$ cat src/rtl/key_io_dev_pkg.sv
// Shared register offsets and control-bit positions
// for the push-button key I/O responder.
package key_io_pkg;

    localparam logic [31:0] KDATA_OFS = 32'd0;
    localparam logic [31:0] KCTRL_OFS = 32'd4;

    localparam int CTRL_READY = 0;
    localparam int CTRL_OVR   = 1;
    localparam int CTRL_IE    = 8;

    typedef struct packed {
        logic ie;
        logic ovr;
        logic ready;
    } kctrl_t;

    function automatic logic [8:0] ctrl_word(input kctrl_t c);
        logic [8:0] w;
        w = '0;
        w[CTRL_READY] = c.ready;
        w[CTRL_OVR]   = c.ovr;
        w[CTRL_IE]    = c.ie;
        return w;
    endfunction

endpackage

$ cat src/rtl/key_io_dev_if.sv
// MEM-stage data bus as seen by the key I/O responder.
// The pipeline is the master, the device is the slave.
interface key_io_dev_if #(
    parameter int DBITS = 32
);
    logic [DBITS-1:0] abus;
    logic [DBITS-1:0] wdata;
    logic             we;
    logic             re;
    logic [DBITS-1:0] rdata;
    logic             sel;

    modport master (
        output abus, wdata, we, re,
        input  rdata, sel
    );

    modport slave (
        input  abus, wdata, we, re,
        output rdata, sel
    );
endinterface

$ cat src/rtl/key_io_dev_debounce.sv
// Two-flop synchronizer plus stable-count debouncer for
// active-low keys; chg pulses in the cycle deb takes a new value.
module key_debounce #(
    parameter int KEYBITS   = 4,
    parameter int DEBCYCLES = 50000,
    parameter int DEBBITS   = 16
) (
    input  logic               clk,
    input  logic               reset,
    input  logic [KEYBITS-1:0] key_n,
    output logic [KEYBITS-1:0] deb,
    output logic               chg
);

    localparam logic [DEBBITS-1:0] CNT_MAX = DEBBITS'(DEBCYCLES - 1);

    // sync flops hold raw active-low levels so reset means released
    logic [KEYBITS-1:0] s1_q, s1_d;
    logic [KEYBITS-1:0] s2_q, s2_d;
    logic [KEYBITS-1:0] cand_q, cand_d;
    logic [KEYBITS-1:0] deb_q, deb_d;
    logic [DEBBITS-1:0] cnt_q, cnt_d;
    logic [KEYBITS-1:0] p;
    logic               chg_w;

    always_comb begin
        s1_d   = key_n;
        s2_d   = s1_q;
        p      = ~s2_q;
        cand_d = cand_q;
        cnt_d  = cnt_q;
        deb_d  = deb_q;
        chg_w  = 1'b0;
        if (p != cand_q) begin
            cand_d = p;
            cnt_d  = '0;
        end else if (cnt_q == CNT_MAX) begin
            if (cand_q != deb_q) begin
                deb_d = cand_q;
                chg_w = 1'b1;
            end
        end else begin
            cnt_d = cnt_q + 1'b1;
        end
    end

    always_ff @(posedge clk or posedge reset) begin
        if (reset) begin
            s1_q   <= '1;
            s2_q   <= '1;
            cand_q <= '0;
            cnt_q  <= '0;
            deb_q  <= '0;
        end else begin
            s1_q   <= s1_d;
            s2_q   <= s2_d;
            cand_q <= cand_d;
            cnt_q  <= cnt_d;
            deb_q  <= deb_d;
        end
    end

    assign deb = deb_q;
    assign chg = chg_w;

endmodule

$ cat src/rtl/key_io_dev.sv
// Memory-mapped key responder: KDATA/KCTRL decode, sticky
// Ready/Overrun/IE status and the registered interrupt line.
module key_io_dev
    import key_io_pkg::*;
#(
    parameter int               DBITS     = 32,
    parameter int               KEYBITS   = 4,
    parameter logic [DBITS-1:0] BASEADDR  = 32'hFFFFF080,
    parameter int               DEBCYCLES = 50000,
    parameter int               DEBBITS   = 16
) (
    input  logic               clk,
    input  logic               reset,
    input  logic [KEYBITS-1:0] KEY_N,
    key_io_dev_if.slave        bus,
    output logic               intr
);

    localparam logic [DBITS-1:0] KDATA_ADDR = BASEADDR + DBITS'(KDATA_OFS);
    localparam logic [DBITS-1:0] KCTRL_ADDR = BASEADDR + DBITS'(KCTRL_OFS);

    logic [KEYBITS-1:0] deb;
    logic               chg;

    key_debounce #(
        .KEYBITS   (KEYBITS),
        .DEBCYCLES (DEBCYCLES),
        .DEBBITS   (DEBBITS)
    ) u_deb (
        .clk   (clk),
        .reset (reset),
        .key_n (KEY_N),
        .deb   (deb),
        .chg   (chg)
    );

    logic ready_q, ready_d;
    logic ovr_q, ovr_d;
    logic ie_q, ie_d;
    logic intr_q, intr_d;

    logic             hit_data;
    logic             hit_ctrl;
    logic             ctrl_wr;
    logic             clr;
    logic             ovr_clr;
    kctrl_t           ctrl;
    logic [DBITS-1:0] rdata;

    always_comb begin
        hit_data = (bus.abus == KDATA_ADDR);
        hit_ctrl = (bus.abus == KCTRL_ADDR);
        ctrl_wr  = bus.we && hit_ctrl;
        clr      = (bus.re && hit_data)
                 || (ctrl_wr && !bus.wdata[CTRL_READY]);
        ovr_clr  = ctrl_wr && !bus.wdata[CTRL_OVR];
        // a new debounced value beats a same-cycle clear
        ready_d  = chg | (ready_q & ~clr);
        ovr_d    = (chg & ready_q & ~clr) | (ovr_q & ~ovr_clr);
        ie_d     = ctrl_wr ? bus.wdata[CTRL_IE] : ie_q;
        intr_d   = ready_d & ie_d;
    end

    always_comb begin
        ctrl.ready = ready_q;
        ctrl.ovr   = ovr_q;
        ctrl.ie    = ie_q;
        rdata      = '0;
        if (bus.re) begin
            unique case (1'b1)
                hit_data: rdata = DBITS'(deb);
                hit_ctrl: rdata = DBITS'(ctrl_word(ctrl));
                default:  rdata = '0;
            endcase
        end
    end

    always_ff @(posedge clk or posedge reset) begin
        if (reset) begin
            ready_q <= 1'b0;
            ovr_q   <= 1'b0;
            ie_q    <= 1'b0;
            intr_q  <= 1'b0;
        end else begin
            ready_q <= ready_d;
            ovr_q   <= ovr_d;
            ie_q    <= ie_d;
            intr_q  <= intr_d;
        end
    end

    logic unused_wdata;
    assign unused_wdata = ^{bus.wdata[DBITS-1:CTRL_IE+1],
                            bus.wdata[CTRL_IE-1:CTRL_OVR+1]};

    assign bus.rdata = rdata;
    assign bus.sel   = hit_data | hit_ctrl;
    assign intr      = intr_q;

endmodule

$ cat src/flat_wrapper.sv
// flat-port wrapper written by rule: the top's interface ports become plain ports
module key_io_dev_flat import key_io_pkg::*;
#(
    parameter int               DBITS     = 32,
    parameter int               KEYBITS   = 4,
    parameter logic [DBITS-1:0] BASEADDR  = 32'hFFFFF080,
    parameter int               DEBCYCLES = 50000,
    parameter int               DEBBITS   = 16
)
  (clk, reset, KEY_N, intr, bus_abus, bus_wdata, bus_we, bus_re, bus_rdata, bus_sel);
  key_io_dev_if #(.DBITS(DBITS)) bus_i ();
  input  logic clk;
  input  logic reset;
  input  logic [KEYBITS-1:0] KEY_N;
  output logic intr;
  input wire logic [$bits(bus_i.abus)-1:0] bus_abus;
  input wire logic [$bits(bus_i.wdata)-1:0] bus_wdata;
  input wire logic [$bits(bus_i.we)-1:0] bus_we;
  input wire logic [$bits(bus_i.re)-1:0] bus_re;
  output wire logic [$bits(bus_i.rdata)-1:0] bus_rdata;
  output wire logic [$bits(bus_i.sel)-1:0] bus_sel;
  assign bus_i.abus = bus_abus;
  assign bus_i.wdata = bus_wdata;
  assign bus_i.we = bus_we;
  assign bus_i.re = bus_re;
  assign bus_rdata = bus_i.rdata;
  assign bus_sel = bus_i.sel;
  key_io_dev #(.DBITS(DBITS), .KEYBITS(KEYBITS), .BASEADDR(BASEADDR), .DEBCYCLES(DEBCYCLES), .DEBBITS(DEBBITS)) u_core (.clk(clk), .reset(reset), .KEY_N(KEY_N), .bus(bus_i), .intr(intr));
endmodule
$ cat config.mk
export PLATFORM = sky130hd
export DESIGN_NAME = key_io_dev_flat
export DESIGN_NICKNAME = d
export VERILOG_FILES = /design/src/rtl/key_io_dev_pkg.sv /design/src/rtl/key_io_dev_if.sv /design/src/rtl/key_io_dev_debounce.sv /design/src/rtl/key_io_dev.sv /design/src/flat_wrapper.sv
export SDC_FILE = /design/constraint.sdc
export NUM_CORES = 1
export LEC_CHECK = 0
export CORE_ASPECT_RATIO = 1.2
export CORE_MARGIN = 2
export CORE_UTILIZATION = 35
export DETAILED_ROUTE_END_ITERATION = 7
export GPL_TIMING_DRIVEN = 0
export PLACE_DENSITY = 0.86
export SLEW_MARGIN = 20
export SYNTH_ARGS = -nofsm -noshare
export SYNTH_HDL_FRONTEND = slang
export SYNTH_HIERARCHICAL = 1
export SYNTH_SLANG_ARGS = --single-unit
export TNS_END_PERCENT = 1
$ cat constraint.sdc
create_clock -name clk -period 1.94 [get_ports clk]
set_input_delay 0.291 -clock clk [delete_from_list [all_inputs] [get_ports clk]]
set_output_delay 0.291 -clock clk [all_outputs]
set_load 0.1 [all_outputs]
==> results of run 1 <==
-- final timing paths --
kind                                               startpoint                                end  slack [ns]  cells past startpoint
min                                                     reset              u_core/intr$_DFF_PP0_        0.23                      2
max reg2reg                u_core/u_deb/cnt_q[12]$_DFFE_PP0P_              u_core/intr$_DFF_PP0_       -0.18                      5
min in group clk               u_core/u_deb/s1_q[2]$_DFF_PP1_     u_core/u_deb/s2_q[2]$_DFF_PP1_        0.36                      0
max in group asynchronous                               reset  u_core/u_deb/cnt_q[5]$_DFFE_PP0P_        1.07                      2
min reg2reg                    u_core/u_deb/s1_q[2]$_DFF_PP1_     u_core/u_deb/s2_q[2]$_DFF_PP1_        0.36                      0
max                                              bus_abus[30]                       bus_rdata[2]       -0.30                      6
-- cell usage after synthesis, drive strengths merged --
master	count	share of area (%)
a41oi	1	0.45
a22o	1	0.45
or4b	4	2.4
or3	5	1.6
buf	27	10
nor2	14	2.7
o22ai	1	0.32
nor4	7	3.8
o31ai	1	0.38
nor3b	2	0.77
mux2	4	3.1
or2	1	0.32
nand4b	2	0.90
dfstp	8	11
or4	1	0.38
ha	1	0.64
a2bb2oi	1	0.45
xnor2	12	5.4
nor3	3	0.77
clkbuf	2	0.38
a21oi	5	1.3
conb	1	0.19
nand4	9	2.9
a31oi	1	0.32
nand3	8	2.3
o21ai	4	1.0
inv	12	2.3
a31o	1	0.45
dfrtp	28	36
and2	2	0.64
nand2	8	1.9
o211ai	1	0.38
and4	1	0.45
xor2	5	2.2
mux2i	3	1.5
-- sequential cells by signal (all words and copies together), names as in the netlist --
signal	cells
u_core/u_deb/deb	4
u_core/ready_q	1
u_core/ovr_q	1
u_core/u_deb/s1_q	4
u_core/u_deb/s2_q	4
u_core/intr	1
u_core/u_deb/cand_q	4
u_core/ie_q	1
u_core/u_deb/cnt_q	16
-- cells by family after synthesis --
| family | Yosys count | share of synthesized area [%] |
|---|---|---|
| muxes | 7 | 4.607 |
| DFF | 36 | 46.58 |
| buffers and inverters | 41 | 13.05 |
| AOI/OAI and AO/OA | 17 | 5.503 |
| and+or+nand+nor | 67 | 21.82 |
| other | 1 | 0.1918 |
| xor gates and xnor gates | 17 | 7.613 |
| adders and majority gates | 1 | 0.6397 |
-- where the power goes --
| group | switching (mW) | internal [mW] |
|---|---|---|
| logic | 0.289 | 0.113 |
| registers | 0.0103 | 0.771 |
| clock network | 0.257 | 0.250 |
-- per-stage QoR --
| step | area (µm²) | TNS [ns] | hold slack [ns] | std cells | setup slack (ns) |
|---|---|---|---|---|---|
| floorplan | 2091 | -3.990 | 0.05708 | 213 | -0.6544 |
| global placement | 2649 | -12.29 | 0.3464 | 323 | -1.731 |
| detailed placement | 2649 | -12.76 | 0.3468 | 323 | -1.783 |
| CTS | 2825 | -2.347 | 0.2301 | 335 | -0.3244 |
| global route | 2821 | -3.464 | 0.2393 | 336 | -0.3716 |
| finish | 2821 | -2.412 | 0.2326 | 336 | -0.2987 |
-- area by class of cell --
| type | count | area share (%) |
|---|---|---|
| Buffer | 29 | 7.450 |
| Clock buffer | 5 | 2.439 |
| Clock inverter | 3 | 0.6652 |
| Tap cell | 62 | 2.749 |
| Inverter | 12 | 1.596 |
| Timing Repair Buffer | 53 | 18.67 |
| Sequential cell | 36 | 32.28 |
| Multi-Input combinational cell | 136 | 34.15 |
-- what timing repair did --
item                       4_1_cts  5_1_grt
setup buffers                    4        1
hold buffers                     0        0
setup endpoints to repair       16       18
pin swaps                       10        4
resized for setup               94        8
-- critical path, delay by kind of cell --
kind | cells | cell delay, ns
buffers and inverters | 2 | 0.67
and+or+nand+nor | 4 | 0.98
-- per-layer routing --
layer	vias to the layer above	wire, µm	share of wire (%)
met4	0	68	1.6
met5	-	0	0
met1	704	1603	38
met2	78	2137	50
met3	5	446	10
li1	769	-	-
==> out/qor.csv, run 1 <==
metric;value;unit
status;finished, violations left;
violations;setup timing;
powerDensity;599.2;nW/µm²
die_h;85.89;µm
fmax;0.4467;GHz
globalRouteMet3Util;3.643;%
setup_viol_count_final;13;
postRouteAntennaNets;0;
critPathRequiredTime;1.65;ns
die_x;72.24;µm
busiest_layer;met2;
cp_max_fo;5;
cts_buffers;5;
syn_avg_cell_area;10.46;µm²
yosysWarnings;6;
power.leakage;1.294;nW
crit_chain;clkdlybuf4s50_1, nand3_1, nor4_4, nand3_4, nor3b_4, buf_12;
critPathSlowestCell;clkdlybuf4s50_1;
hp-class;input pin to asynchronous set/reset pin;
fill_cells;480;
die-area;6204;µm²
cpPeakStageDelay;0.47;ns
gp_congestion;0.7925;
area_growth_syn_to_layout;44.27;%
vias;1556;
finalHoldViolations;0;
n_antenna_cell;0;
syn_area;1956;µm²
start_util;36.66;%
worstMarginPinSlew;0.9528;ns
fin_crit_sh;115.4;%
drt_iter0_drc;8;
antenna_found_initial;0;
slew_headroom;36.73;%
clock_sinks;36;
cts-root-buf;clkbuf_8;
grt_pass1_wl;6713;µm
fin_crit;2.239;ns
crit_type;input pin to output pin;
cts.path.max_buffers;2;
grt_overflow;0;
fin_skew;0.009492;ns
core_region_area;5334;µm²
layout-drive-gt1-share;31.39;%
critPathArrivalTime;1.95;ns
start_kind;input pin;
rsz0062_at_grt;yes;
final_max_slew_viol_count;0;
ir_worst_vdd;340.4;µV
ioPinCount;106;
met2_usage;25.19;%
avgRoutedWirePerCell;12.66;µm
layout_commonest_cell;buf_4;
multi_input_area;963.4;µm²
yosys.cell_types.count;39;
ys_ff_latch;36;
grt_max_degree;33;
clk_pin_slew;0.07;ns
nets;346;
drc_errors;0;
mostFrequentLayoutCells;buf_4, dfrtp_1, conb_1;
final.setup.worst_slack;-0.2987;ns
placementRows;29;
port_buffers;48;
clk_latency;0.29;ns
routed_wl;4255;µm
maxCapViolCount;0;
h-tree-depth;2;
first_pass_iters;4;
fin_util;52.90;%
use_met1;15.30;%
synth-seq-area-share;46.58;%
post-dp-hpwl;3165;µm
grtUsageTotal;14.03;%
register_area;910.9;µm²
crit_path_end_kind;output pin;
syn_inst;187;
grt_pass1_vias;1485;
vias_per_cell;4.631;
p_total;1.691;mW
cts_tree;done;
(Power assumes the default switching activity.)
==> run 2: changes to the inputs <==
- PLACE_DENSITY: 0.86 -> 0.87
- SYNTH_HIERARCHICAL: 1 -> unset
==> out/qor.csv, run 2 <==
metric;value;unit
fin_skew;0.007170;ns
die_h;85.12;µm
vias;1569;
holdBufCountCts;0;
power.leakage;1.315;nW
start_kind;input pin;
h-tree-depth;2;
violations;setup timing;
synth_edf_count;0;
fin_crit;2.032;ns
final.setup.worst_slack;-0.09238;ns
pwr-share-seq;42.1;%
synth_compound_area_share;4.954;%
syn_area;1919;µm²
rsz0062_at_grt;yes;
post-dp-hpwl;3049;µm
crit_chain;buf_6, nor4b_4, nor4bb_4, nand3_4, nor3b_4, buf_12;
die_x;71.60;µm
drt_iter0_drc;49;
synthMuxAreaShare;3.911;%
antenna_found_initial;0;
grt_pass1_vias;1568;
fin_crit_sh;104.8;%
powerDensity;646.9;nW/µm²
yosys-top-cells-area;dfrtp_1, dfstp_2, buf_4;
ys_ff_latch;36;
critPathRequiredTime;1.65;ns
clock_sinks;36;
p_total;1.856;mW
synth_top_family_by_area;simple AND/OR/NAND/NOR gates;
port_buffers;48;
start_util;36.23;%
syn_inst;187;
synth-simple-area-share;21.97;%
swShare;31.69;%
worstMarginPinSlew;0.9637;ns
avgRoutedWirePerCell;12.59;µm
crit_path_end_kind;output pin;
crit_type;input pin to output pin;
clkPwrFrac;36.5;%
yosysWarnings;0;
area_growth_syn_to_layout;49.48;%
cts.path.max_buffers;2;
power_frac_comb;21.5;%
netlist.area_leader.share;36.51;%
mostFrequentLayoutCells;buf_4, conb_1, dfrtp_1;
setup_viol_count_final;11;
synth-adder-area-share;0.6519;%
maxCapViolCount;0;
cpPeakStageDelay;0.41;ns
ys.flop_type;dfrtp_1;
status;finished, violations left;
intPower;1.268;mW
n_antenna_cell;0;
yosys.cell_types.count;36;
nets;348;
ioPinCount;106;
place_ws;-1.378;ns
critPathArrivalTime;1.74;ns
final_max_slew_viol_count;0;
netlist_top_cells_count;dfrtp_1, buf_4, nor2_1;
fill_cells;456;
yosysMostFrequentCell;dfrtp_1;
ir_worst_vdd;416.1;µV
drc_errors;0;
cts_buffers;5;
clk_pin_slew;0.08;ns
async_flop_share;100.0;%
synth-seq-area-share;47.46;%
hp-class;flip-flop to flip-flop;
layout_commonest_cell;buf_4;
finalHoldViolations;0;
power_switching;0.5881;mW
synthXorXnorAreaFrac;7.757;%
clk_latency;0.30;ns
die-area;6095;µm²
syn_avg_cell_area;10.26;µm²
layout-drive-gt1-share;31.52;%
routed_wl;4256;µm
regMostFlops;u_core.u_deb.cnt_q;
largest_register_ffs;16;
core_region_area;5298;µm²
slew_headroom;36.01;%
placementRows;29;
cts-root-buf;clkbuf_8;
vias_per_cell;4.642;
grt_overflow;0;
cts_tree;done;
fmax;0.4920;GHz
grt_pass1_wl;6962;µm
gp_congestion;0.7788;
postRouteAntennaNets;0;
first_pass_iters;4;
grt_max_degree;37;
grtUsageTotal;14.72;%
cp_max_fo;5;
critPathSlowestCell;nor4bb_4;
yosysTopAreaCell;dfrtp_1;
==> run 2: cell count changes after synthesis, moves of 2 or more <==
cell,change
and2_1,-2
mux2_1,+4
mux2_4,-4
nand3b_1,+2
nand4bb_1,+2
o21ai_1,+2
or4b_1,-2
==> run 2: path summary, 6_finish.rpt <==
kind | start | endpoint | slack, ns | cells after the start
hold reg to reg | u_core.u_deb.s1_q[2]$_DFF_PP1_ | u_core.u_deb.s2_q[2]$_DFF_PP1_ | 0.36 | 0
hold / removal | u_core.u_deb.s1_q[2]$_DFF_PP1_ | u_core.u_deb.s2_q[2]$_DFF_PP1_ | 0.36 | 0
min in group asynchronous | reset | u_core.u_deb.cnt_q[0]$_DFFE_PP0N_ | 0.43 | 2
setup / recovery | bus_abus[9] | bus_rdata[2] | -0.09 | 6
setup reg to reg | u_core.u_deb.cnt_q[4]$_DFFE_PP0N_ | u_core.u_deb.deb[2]$_DFFE_PP0P_ | -0.05 | 4
max in group asynchronous | reset | u_core.u_deb.cnt_q[4]$_DFFE_PP0N_ | 0.99 | 2
==> run 2: repair_timing <==
| action | in CTS | in global routing |
|---|---|---|
| gates resized for setup | 113 | 16 |
| pin swaps | 16 | 6 |
| setup endpoints to repair | 14 | 16 |
| buffers inserted | 6 | 1 |
==> run 2: critical path: cells and delay by family <==
family,cells,cell delay (ns)
buffers and inverters,2,0.30
and+or+nand+nor,4,1.15
==> run 2: power groups by stage <==
stage | combinational, mW | sequential (mW) | clock, mW
global placement | 0.406 | 0.794 | 0
global route | 0.416 | 0.783 | 0.719
floorplan | 0.313 | 0.793 | 0
CTS | 0.396 | 0.781 | 0.689
finish | 0.399 | 0.781 | 0.677
detailed placement | 0.409 | 0.795 | 0
==> run 2: per-stage QoR <==
stage / cells / hold WS (ns) / util [%] / instance area [µm²] / TNS (ns)
global route: 338 / 0.3634 / 54.16 / 2869 / -1.228
detailed placement: 323 / 0.3469 / 50.14 / 2656 / -10.05
finish: 338 / 0.3570 / 54.16 / 2869 / -0.4730
CTS: 337 / 0.3582 / 54.04 / 2863 / -0.3682
global placement: 323 / 0.3461 / 50.14 / 2656 / -9.510
floorplan: 213 / 0.2955 / - / 2098 / -2.145
==> run 2: final cells by class <==
cell class | instances | area (µm²) | area share [%]
inverter | 11 | 41.29 | 1.439
buffer | 29 | 210.2 | 7.327
multi-input combinational | 137 | 973.4 | 33.93
clock buffer | 5 | 68.82 | 2.399
sequential | 36 | 912.1 | 31.79
tap | 62 | 77.57 | 2.704
clock inverter | 3 | 46.29 | 1.614
timing repair buffer | 55 | 539.3 | 18.80
==> run 2: cells by family after synthesis <==
kind of cell | Yosys count
AO/OA/AOI/OAI | 16
XOR/XNOR | 17
adder cells (fa/ha/maj) | 1
buffers and inverters | 40
flip-flops | 36
multiplexers | 7
other | 1
AND/OR/NAND/NOR | 69
==> run 2: metal layers <==
metal | vias up | GRT usage (%) | share of wire [%]
li1 | 779 | - | -
met1 | 717 | 15.40 | 36
met2 | 66 | 26.26 | 51
met3 | 7 | 4.988 | 11
met4 | 0 | 6.690 | 2.1
met5 | - | 0 | 0
==> run 3: changes to the inputs <==
- HOLD_SLACK_MARGIN: unset -> 0.12
==> results of run 3 <==
Final layout, timing and power as in run 2 (identical DEF).
